## src/rtl/instr_fetch_unit.sv

```systemverilog
// instr_fetch_unit: pc owner and 2-entry fetch queue feeding decode; optional perf counters under FETCH_PERF_CNT_EN
module instr_fetch_unit #(
    parameter int              PC_W      = 32,
    parameter logic [PC_W-1:0] RESET_PC  = '0,
    parameter logic [31:0]     HALT_WORD = 32'h6000_0000
) (
    input  logic            clk,
    input  logic            rst,
    output logic [PC_W-1:0] imem_addr,
    input  logic [31:0]     imem_data,
    input  logic            redirect_valid,
    input  logic [PC_W-1:0] redirect_pc,
    output logic            out_valid,
    input  logic            out_ready,
    output logic [31:0]     out_instr,
    output logic [PC_W-1:0] out_pc,
    output logic            halted
`ifdef FETCH_PERF_CNT_EN
    ,
    output logic [31:0]     fetch_count,
    output logic [31:0]     stall_count
`endif
);
    typedef enum logic {RUN, HALTED} state_t;
    state_t          state, state_nxt;
    logic [PC_W-1:0] pc, pc_nxt;
    logic [PC_W-1:0] q_pc [2];
    logic [PC_W-1:0] q_pc_nxt [2];
    logic [31:0]     q_instr [2];
    logic [31:0]     q_instr_nxt [2];
    logic [1:0]      count, count_nxt;
    logic            pop, fetch, is_halt, wr_sel;
    assign imem_addr = pc;
    assign out_valid = (count != 2'd0) & ~redirect_valid;
    assign out_instr = q_instr[0];
    assign out_pc    = q_pc[0];
    assign halted    = state == HALTED;
    assign pop       = out_valid & out_ready;
    assign is_halt   = imem_data == HALT_WORD;
    assign fetch     = (state == RUN) & ~redirect_valid & ((count != 2'd2) | pop);
    assign wr_sel    = pop ? (count == 2'd2) : (count == 2'd1);
    // next state and pc: redirect wins, a fetched halt word freezes pc and stops fetching
    always_comb begin
        state_nxt = redirect_valid ? RUN : (fetch & is_halt) ? HALTED : state;
        pc_nxt    = redirect_valid ? redirect_pc : (fetch & ~is_halt) ? pc + 1'b1 : pc;
    end
    // shift queue: entry 0 is the head; pop shifts down, push lands in the first free slot after the pop
    always_comb begin
        q_pc_nxt    = q_pc;
        q_instr_nxt = q_instr;
        count_nxt   = count;
        if (redirect_valid) begin
            count_nxt = 2'd0;
        end else begin
            if (pop) begin
                q_pc_nxt[0]    = q_pc[1];
                q_instr_nxt[0] = q_instr[1];
            end
            if (fetch) begin
                q_pc_nxt[wr_sel]    = pc;
                q_instr_nxt[wr_sel] = imem_data;
            end
            count_nxt = count - {1'b0, pop} + {1'b0, fetch};
        end
    end
    // state register
    always_ff @(posedge clk or negedge rst) begin
        if (!rst) state <= RUN;
        else      state <= state_nxt;
    end
    // pc and queue storage, cleared so the head outputs read zero out of reset
    always_ff @(posedge clk or negedge rst) begin
        if (!rst) begin
            pc      <= RESET_PC;
            count   <= 2'd0;
            q_pc    <= '{default: '0};
            q_instr <= '{default: '0};
        end else begin
            pc      <= pc_nxt;
            count   <= count_nxt;
            q_pc    <= q_pc_nxt;
            q_instr <= q_instr_nxt;
        end
    end
`ifdef FETCH_PERF_CNT_EN
    // saturating counters of pushes and of run cycles that could not fetch
    always_ff @(posedge clk or negedge rst) begin
        if (!rst) begin
            fetch_count <= '0;
            stall_count <= '0;
        end else begin
            if (fetch && fetch_count != '1) fetch_count <= fetch_count + 1'b1;
            if (state == RUN && !redirect_valid && !fetch && stall_count != '1) stall_count <= stall_count + 1'b1;
        end
    end
`endif
endmodule

```

## config.mk

```make
export PLATFORM = sky130hd
export DESIGN_NAME = instr_fetch_unit
export DESIGN_NICKNAME = d
export VERILOG_FILES = /design/src/rtl/instr_fetch_unit.sv
export SDC_FILE = /design/constraint.sdc
export NUM_CORES = 1
export LEC_CHECK = 0
export CAP_MARGIN = 15
export CORE_ASPECT_RATIO = 1.2
export CORE_UTILIZATION = 50
export DETAILED_ROUTE_END_ITERATION = 12
export PLACE_DENSITY = 0.78
export SETUP_SLACK_MARGIN = 0.3
export SLEW_MARGIN = 20
export SYNTH_ARGS = -nofsm -noshare
export SYNTH_HDL_FRONTEND = slang
export SYNTH_SLANG_ARGS = --single-unit
export TNS_END_PERCENT = 5
```

## constraint.sdc

```tcl
create_clock -name clk -period 2.1 [get_ports clk]
set_input_delay 0.42 -clock clk [delete_from_list [all_inputs] [get_ports clk]]
set_output_delay 0.42 -clock clk [all_outputs]
set_load 0.05 [all_outputs]
```

==> impl_metrics.env, run 1 <==
export IMPL_grt_setup_unrepaired="true"
export IMPL_crit_fanout=6
export IMPL_path_clk_slew_ps=70
export IMPL_finalCritPeriodShare=0.991
export IMPL_die_area_mm2=0.0171
export IMPL_die_x_um=120
export IMPL_placed_cells=1169
export IMPL_postRouteAntennaNets=0
export IMPL_synth_top_family_by_area="simple AND/OR/NAND/NOR gates"
export IMPL_fill_cells=1162
export IMPL_vdd_drop_max_mv=0.608
export IMPL_multi_input_area_mm2=0.00366
export IMPL_antennaDiodeCount=0
export IMPL_fin_crit_ps=2080
export IMPL_ys_async_sr_fraction=1.00
export IMPL_pin_count=166
export IMPL_ff_latch_area_mm2=0.00410
export IMPL_ys_ff_latch=163
export IMPL_cp_arrival_ps=2420
export IMPL_grt_first_pass_wirelength_mm=37.3
export IMPL_powerDensity_mw_per_mm2=1340
export IMPL_status="complete, no violations"
export IMPL_ys_seq_area_frac=0.492
export IMPL_nNetsFinal=1080
export IMPL_total_power_mw=15.2
export IMPL_cts_sinks=163
export IMPL_grt_usage=0.282
export IMPL_rows=51
export IMPL_final_hold_viol_count=0
export IMPL_synth_compound_area_frac=0.116
export IMPL_layout_cells_non_filler=1234
export IMPL_cts_root_buf="clkbuf_16"
export IMPL_critical_path_class="reg2reg"
export IMPL_grt_ovfl_total=0
export IMPL_slew_violations=0
export IMPL_routed_wl_mm=24.0
export IMPL_grt_max_degree=74
export IMPL_gp_congestion=0.929
export IMPL_maxCapViolations=0
export IMPL_min_from="imem_data[23]"
export IMPL_yosys_area_top_type="dfrtp_1"
export IMPL_cts_made_buffers=17
export IMPL_yosysUniqueCellTypes=60
export IMPL_fp_coreArea_mm2=0.0162
export IMPL_yosys_warnings=0
export IMPL_cts_tree="done"
export IMPL_synth_cell_area_mm2=0.00830
export IMPL_vias=7360
export IMPL_slew_headroom=0.458
export IMPL_worstMarginPinSlew_ps=814
export IMPL_clk_latency_ps=430
export IMPL_dpl_hpwl_mm=15.0
export IMPL_cp_end_kind="flip-flop"
export IMPL_antenna_found_initial=0
export IMPL_synthXorXnorAreaFrac=0.00845
export IMPL_grt_pass1_vias=7087
export IMPL_fin_skew_ps=9.05
export IMPL_rr_startpoint="count[1]$_DFF_PN0_"
export IMPL_fmax_mhz=481
export IMPL_synth_area_top_cells="dfrtp_1, mux2_2, o31ai_1"
export IMPL_synthSimpleGateAreaFrac=0.195
export IMPL_worstHoldPathType="in2reg"
export IMPL_synth_edf_count=0
export IMPL_drtIter0Drc=759
export IMPL_numPortBuffers=165
export IMPL_synth_mux_area_frac=0.0897
export IMPL_fp_dieH_um=143
export IMPL_syn_nets=914
export IMPL_syn2layout_area_growth_pct=36.3
export IMPL_startpoint_type="flip-flop"
export IMPL_drive_gt1_frac=0.280
export IMPL_clockBufferDepth=2
export IMPL_synth_top_cells_by_count="dfrtp_1, nand2_1, nor2_1"
export IMPL_dr_pass1_iters=7
export IMPL_initial_core_util=0.512
export IMPL_vias_per_cell=5.96
export IMPL_synth_cells=843
export IMPL_avgRoutedWirePerCell_um=19.5
export IMPL_worst_ep_required_time_ps=2440
export IMPL_synth_top_cell_area_share=0.492
export IMPL_cts_htree_levels=4
export IMPL_whs_ps=214
export IMPL_p_leak_nw=4.82
export IMPL_syn_area_per_cell_um2=9.84
export IMPL_yosys_area_share_adder=0.00452
export IMPL_cp_startpoint="count[1]$_DFF_PN0_"
export IMPL_synthFlopType="dfrtp_1"
export IMPL_synth_most_common_cell="dfrtp_1"
export IMPL_drc=0
export IMPL_setup_violations=0
-- metal layers --
| layer | track usage | share of wire | vias up |
|---|---|---|---|
| li1 | - | - | 3300 |
| met3 | 0.0511 | 0.063 | 73 |
| met2 | 0.467 | 0.49 | 362 |
| met4 | 0.130 | 0.034 | 0 |
| met1 | 0.358 | 0.41 | 3625 |
| met5 | 0 | 0 | - |
-- metrics by stage --
stage / cell area [µm²] / setup slack, ps / util / setup TNS (ps)
4_1_cts: 11100 / 37.0 / 0.687 / 0
3_5_place_dp: 10200 / -547 / 0.628 / -28310
6_report: 11300 / 19.5 / 0.697 / 0
5_1_grt: 11300 / -4.88 / 0.697 / -8.04
3_3_place_gp: 10200 / -563 / 0.628 / -25360
2_1_floorplan: 8360 / 144 / - / 0
-- timing repair --
action | in CTS | in global routing
buffers inserted | 18 | 9
pin swaps | 24 | 12
endpoints found under the setup margin | 174 | 183
hold endpoints to repair | 34 | 0
gates cloned | 4 | 1
hold buffers | 1 | 0
resized for setup | 148 | 22
-- kinds of logic after synthesis --
family,after synthesis
multiplexers,67
buffers and inverters,138
AO/OA/AOI/OAI,130
flip-flops,163
AND/OR/NAND/NOR,334
adder cells (fa/ha/maj),3
XOR/XNOR,8
-- layout by cell type (no fill, tap or decap), types with 6 or more instances in the layout --
cell type,n
buf_6,10
mux2_2,59
nor3_1,73
a31oi_1,7
nor2_1,80
dfrtp_1,143
nand4_1,10
inv_1,16
clkdlybuf4s50_1,88
nand3_1,15
o31ai_1,71
clkdlybuf4s15_1,7
nor4_1,7
dfrtp_2,20
buf_4,94
buf_12,13
mux2i_1,8
dlygate4sd2_1,27
buf_2,12
o21ai_0,15
clkbuf_16,18
nand2_1,100
nor4_4,6
-- layout make-up --
type / count / area share
timing repair buffer: 268 / 0.230
clock buffer: 20 / 0.0404
sequential: 163 / 0.363
clock inverter: 12 / 0.0137
inverter: 17 / 0.00565
tap: 212 / 0.0235
multi-input combinational: 542 / 0.324
-- path summary, 6_finish.rpt --
path / endpoint / slack (ps) / cells past startpoint
max in group asynchronous: out_pc[6]$_DFFE_PN0N_ / 940 / 3
setup reg to reg: imem_addr[29]$_DFFE_PN0P_ / 20 / 7
setup / recovery: imem_addr[29]$_DFFE_PN0P_ / 20 / 7
min in group asynchronous: imem_addr[4]$_DFFE_PN0P_ / 460 / 2
hold reg to reg: flip-flop / 480 / 2
hold / removal: out_instr[23]$_DFFE_PN0N_ / 210 / 3
-- critical path, stage by stage (launching register included) --
cell	delay [ps]
dfrtp_1	430
nor3b_4	180
nor3_4	300
o21ai_4	130
buf_4	160
buf_12	130
or4_1	490
a31oi_1	170
-- where the power goes --
| part | internal (mW) | leakage, nW | switching, mW | total [mW] |
|---|---|---|---|---|
| sequential | 4.41 | 1.92 | 0.812 | 5.22 |
| combinational | 2.57 | 2.60 | 4.11 | 6.67 |
| clock | 1.94 | 0.296 | 1.32 | 3.26 |
(Power assumes the default switching activity.)
==> run 2: changes to the inputs <==
- CTS_BUF_LIST: not set -> sky130_fd_sc_hd__clkbuf_2 sky130_fd_sc_hd__clkbuf_4 sky130_fd_sc_hd__clkbuf_8
- GPL_TIMING_DRIVEN: not set -> 0
==> impl_metrics.env, run 2 (same netlist as run 1, synthesis figures left out) <==
export IMPL_whs_ps=232
export IMPL_clockBufferDepth=2
export IMPL_layout_setup_ws_ps=79.6
export IMPL_routed_wl_mm=24.4
export IMPL_final_cell_mix="dfrtp_1, dlygate4sd2_1, nand2_1, buf_4, nor2_1"
export IMPL_slowest_delay_ps=570
export IMPL_nNetsFinal=1127
export IMPL_crit_fanout=6
export IMPL_numPortBuffers=165
export IMPL_cts_tree="done"
export IMPL_fill_cells=1318
export IMPL_fin_crit_ps=2020
export IMPL_avgRoutedWirePerCell_um=19.1
export IMPL_fp_coreArea_mm2=0.0162
export IMPL_dr_pass1_iters=5
export IMPL_finalInstanceArea_mm2=0.0112
export IMPL_fin_skew_ps=9.11
export IMPL_worstRegToRegCells=6
export IMPL_drive_gt1_frac=0.271
export IMPL_grt_setup_unrepaired="true"
export IMPL_place_area_mm2=0.0103
export IMPL_maxCapViolations=0
export IMPL_grt_max_degree=84
export IMPL_status="complete, no violations"
export IMPL_drtIter0Drc=571
export IMPL_fp_dieH_um=143
export IMPL_grt_usage=0.294
export IMPL_final_hold_viol_count=0
export IMPL_path_depth=1
export IMPL_cp_endpoint="imem_addr[20]"
export IMPL_rows=51
export IMPL_clk_latency_ps=480
export IMPL_finalCritPeriodShare=0.962
export IMPL_r2r_end="imem_addr[28]$_DFFE_PN0P_"
export IMPL_vias=7439
export IMPL_initial_core_util=0.512
export IMPL_worst_ep_required_time_ps=1680
export IMPL_powerDensity_mw_per_mm2=1320
export IMPL_p_leak_nw=5.04
export IMPL_dpl_hpwl_mm=16.6
export IMPL_cts_sinks=163
export IMPL_vias_per_cell=5.81
export IMPL_vdd_drop_max_mv=0.497
export IMPL_worstHoldPathType="in2reg"
export IMPL_rr_startpoint="imem_addr[1]$_DFFE_PN0P_"
export IMPL_setup_tns_final_ps=0
export IMPL_grt_first_pass_wirelength_mm=38.9
export IMPL_cp_startpoint="imem_addr[20]$_DFFE_PN0P_"
export IMPL_slew_violations=0
export IMPL_startpoint_type="flip-flop"
export IMPL_cp_arrival_ps=1600
export IMPL_path_clk_slew_ps=90
export IMPL_grt_ovfl_total=0
export IMPL_layout_commonest_cell="dfrtp_1"
export IMPL_grt_pass1_vias=7420
export IMPL_antenna_found_initial=0
export IMPL_slew_headroom=0.551
export IMPL_syn2layout_area_growth_pct=35.1
export IMPL_cts_root_buf="clkbuf_8"
export IMPL_cts_htree_levels=4
export IMPL_cts_made_buffers=17
export IMPL_postRouteAntennaNets=0
export IMPL_gp_congestion=0.953
export IMPL_cp_slowest_cell="dfrtp_1"
export IMPL_critical_path_class="reg2out"
export IMPL_r2r_slack_ps=150
export IMPL_setup_violations=0
export IMPL_worstMarginPinSlew_ps=674
export IMPL_die_x_um=120
export IMPL_drc=0
export IMPL_critical_path_top_delay_family="flip-flops"
export IMPL_cp_end_kind="output pin"
export IMPL_fmax_mhz=495
export IMPL_die_area_mm2=0.0171
export IMPL_crit_buf_inv=1
export IMPL_place_ws_ps=-1050
export IMPL_antennaDiodeCount=0
export IMPL_final_util=0.691
export IMPL_crit_chain="clkdlybuf4s15_1"
export IMPL_pin_count=166
## run 2: changes by cell type in the layout (fill, tap and decap cells not counted), sizes merged, moves of 4 or more
cell,delta
clkbuf,+36
clkinv,-4
dlymetal6s2s,+9
clkdlybuf4s50,-46
clkdlybuf4s15,-10
dlygate4sd2,+79
buf,-21
clkinvlp,+4
## run 2: worst min-delay path by stage
stage | start | end | slack [ps] | cells after the start
after detailed placement | rst | imem_addr[0]$_DFFE_PN0P_ | 460 | 1
after CTS | imem_data[30] | out_instr[30]$_DFFE_PN0N_ | 330 | 3
after floorplan | rst | async pin | 120 | 0
after global routing | imem_data[29] | out_instr[29]$_DFFE_PN0N_ | 240 | 3
after global placement | flip-flop | flip-flop | 460 | 2
final | imem_data[29] | out_instr[29]$_DFFE_PN0N_ | 230 | 3
## run 2: area by class of cell
| type | instances | area [µm²] | area share |
|---|---|---|---|
| inverters | 17 | 63.8 | 0.00569 |
| well taps | 212 | 265 | 0.0237 |
| clock buffers | 20 | 275 | 0.0246 |
| plain buffers | 121 | 845 | 0.0754 |
| flip-flops and latches | 163 | 4110 | 0.367 |
| multi-input cells | 542 | 3640 | 0.325 |
| repair buffers | 194 | 1830 | 0.163 |
| clock inverters | 12 | 179 | 0.0160 |
## run 2: worst register-to-register path: stages, from the launching register on
cell,delay [ps]
dfrtp_2,430
ha_4,180
nand4_1,170
or4_4,610
nor4_4,170
xnor2_1,160
o221ai_2,100
## run 2: stage by stage
step / cells / total power [mW]
after floorplan: 843 / 10.2
final: 1281 / 14.7
after global placement: 1220 / 12.2
after global routing: 1281 / 15.5
after CTS: 1275 / 14.6
after detailed placement: 1221 / 12.4
## run 2: repair_timing
item                                    4_1_cts  5_1_grt
pin swaps                                     9       11
setup buffers                                19        4
hold buffers                                  1        0
endpoints found under the hold margin        82        0
endpoints found under the setup margin      261      260
gates resized for setup                     152      119
cloned                                        2        2
## run 2: metal layers
metal | vias up | track usage | share of wire
met3 | 82 | 0.0503 | 0.066
met4 | 0 | 0.159 | 0.040
li1 | 3386 | - | -
met2 | 372 | 0.485 | 0.49
met1 | 3599 | 0.369 | 0.40
met5 | - | 0 | 0
## run 2: power breakdown
part	internal (mW)	leakage [nW]	total, mW	switching (mW)
Sequential	4.40	1.92	5.25	0.851
Clock	1.39	0.209	2.58	1.20
Combinational	2.71	2.91	6.91	4.20
==> run 3: changes to the inputs <==
- clock period: 2.1 -> 2.15 ns (I/O delays scaled with it)
==> impl_metrics.env, run 3 (same netlist as run 1, synthesis figures left out) <==
export IMPL_powerDensity_mw_per_mm2=1270
export IMPL_grt_ovfl_total=0
export IMPL_p_seq_frac=0.370
export IMPL_fp_dieH_um=143
export IMPL_grt_usage=0.290
export IMPL_antennaDiodeCount=0
export IMPL_worstMarginPinSlew_ps=727
export IMPL_place_ws_ps=-1020
export IMPL_vias=7362
export IMPL_hold_depth=3
export IMPL_setup_violations=0
export IMPL_slew_violations=0
export IMPL_fp_coreArea_mm2=0.0162
export IMPL_drtIter0Drc=719
export IMPL_routed_wl_mm=23.8
export IMPL_worst_ep_required_time_ps=2470
export IMPL_crit_fanout=6
export IMPL_initial_core_util=0.512
export IMPL_fmax_mhz=496
export IMPL_grt_first_pass_wirelength_mm=38.0
export IMPL_fin_skew_ps=9.13
export IMPL_critical_path_class="reg2reg"
export IMPL_vdd_drop_max_mv=0.483
export IMPL_nNetsFinal=1122
export IMPL_whs_ps=350
export IMPL_cts_made_buffers=17
export IMPL_layout_commonest_cell="dfrtp_1"
export IMPL_path_clk_slew_ps=90
export IMPL_rows=51
export IMPL_grt_setup_unrepaired="true"
export IMPL_fin_crit_ps=2020
export IMPL_cp_slowest_cell="or4_4"
export IMPL_worstRegToRegCells=6
export IMPL_dpl_hpwl_mm=16.7
export IMPL_syn2layout_area_growth_pct=31.4
export IMPL_die_area_mm2=0.0171
export IMPL_cp_arrival_ps=2340
export IMPL_postRouteAntennaNets=0
export IMPL_worstHoldPathType="in2reg"
export IMPL_dr_pass1_iters=5
export IMPL_startpoint_type="flip-flop"
export IMPL_maxCapViolations=0
export IMPL_numPortBuffers=165
export IMPL_multi_input_area_mm2=0.00360
export IMPL_setup_tns_final_ps=0
export IMPL_slowest_delay_ps=620
export IMPL_drt_met1_wl_mm=9.63
export IMPL_fill_cells=1397
export IMPL_finalCritPeriodShare=0.939
export IMPL_clk_latency_ps=460
export IMPL_vias_per_cell=5.77
export IMPL_drc=0
export IMPL_drive_gt1_frac=0.252
export IMPL_avgRoutedWirePerCell_um=18.6
export IMPL_grt_pass1_vias=7145
export IMPL_final_cell_mix="dfrtp_1, dlygate4sd2_1, nand2_1, buf_4, nor2_1"
export IMPL_cts_sinks=163
export IMPL_cts_tree="done"
export IMPL_antenna_found_initial=0
export IMPL_p_leak_nw=4.83
export IMPL_gp_congestion=0.958
export IMPL_wl_met3_mm=1.55
export IMPL_cts_root_buf="clkbuf_8"
export IMPL_p_int_mw=7.86
export IMPL_final_hold_viol_count=0
export IMPL_layout_setup_ws_ps=132
export IMPL_wl_met2_mm=11.7
export IMPL_routed_top_layer="met4"
export IMPL_cts_htree_levels=4
export IMPL_grt_max_degree=88
export IMPL_clockBufferDepth=2
export IMPL_cp_end_kind="flip-flop"
export IMPL_swShare=0.432
export IMPL_comb_power_share=0.476
export IMPL_pin_count=166
export IMPL_clkPwrFrac=0.154
export IMPL_crit_chain="ha_4, nand4_1, or4_4, nor4_4, xnor2_1, o221ai_2"
export IMPL_slew_headroom=0.516
export IMPL_status="complete, no violations"
export IMPL_die_x_um=120
export IMPL_switchingPower_mw=5.98
export IMPL_ff_latch_area_mm2=0.00411
==> run 3: final cells by class <==
| type | instances | area share |
|---|---|---|
| Clock inverter | 10 | 0.00757 |
| Buffer | 121 | 0.0711 |
| Sequential cell | 163 | 0.377 |
| Clock buffer | 22 | 0.0266 |
| Tap cell | 212 | 0.0243 |
| Timing Repair Buffer | 189 | 0.158 |
| Multi-Input combinational cell | 542 | 0.330 |
| Inverter | 17 | 0.00585 |
==> run 3: final timing paths <==
path | slack, ps | start | endpoint
max | 130 | imem_addr[1]$_DFFE_PN0P_ | imem_addr[28]$_DFFE_PN0P_
min | 350 | imem_data[29] | out_instr[29]$_DFFE_PN0N_
max reg2reg | 130 | imem_addr[1]$_DFFE_PN0P_ | imem_addr[28]$_DFFE_PN0P_
min reg2reg | 480 | flip-flop | flip-flop
max in group asynchronous | 810 | rst | async pin
min in group asynchronous | 540 | rst | imem_addr[0]$_DFFE_PN0P_
==> run 3: critical path: cells and delay by family, from the launching register on <==
family          cells  cell delay (ps)
fa+ha+maj           1              170
compound gates      1              110
simple gates        3              950
flops               1              450
xor+xnor            1              180
==> run 3: power groups by stage <==
stage | Sequential [mW] | Clock [mW] | Combinational (mW)
6_report | 5.13 | 2.13 | 6.59
5_1_grt | 5.29 | 2.30 | 6.99
3_5_place_dp | 5.18 | 0 | 6.91
4_1_cts | 5.10 | 2.15 | 6.58
2_1_floorplan | 5.18 | 0 | 4.75
3_3_place_gp | 5.12 | 0 | 6.79
==> run 3: through the flow <==
stage / instance area [µm²] / total power [mW] / utilization / std cells
floorplan: 8350 / 9.93 / - / 843
global route: 10900 / 14.6 / 0.673 / 1276
CTS: 10900 / 13.8 / 0.670 / 1276
finish: 10900 / 13.8 / 0.673 / 1276
global placement: 10300 / 11.9 / 0.633 / 1220
detailed placement: 10300 / 12.1 / 0.635 / 1221
==> run 3: repair_timing <==
item	CTS	global route
hold buffers	1	0
endpoints found under the setup margin	259	259
endpoints found under the hold margin	25	0
pin swaps	18	1
gates cloned	1	0
buffers inserted	21	0
gates resized for setup	162	47
==> run 3: metal layers <==
| layer | vias up | global-route usage |
|---|---|---|
| met3 | 70 | 0.0523 |
| li1 | 3382 | - |
| met1 | 3554 | 0.366 |
| met4 | 0 | 0.145 |
| met5 | - | 0 |
| met2 | 356 | 0.480 |
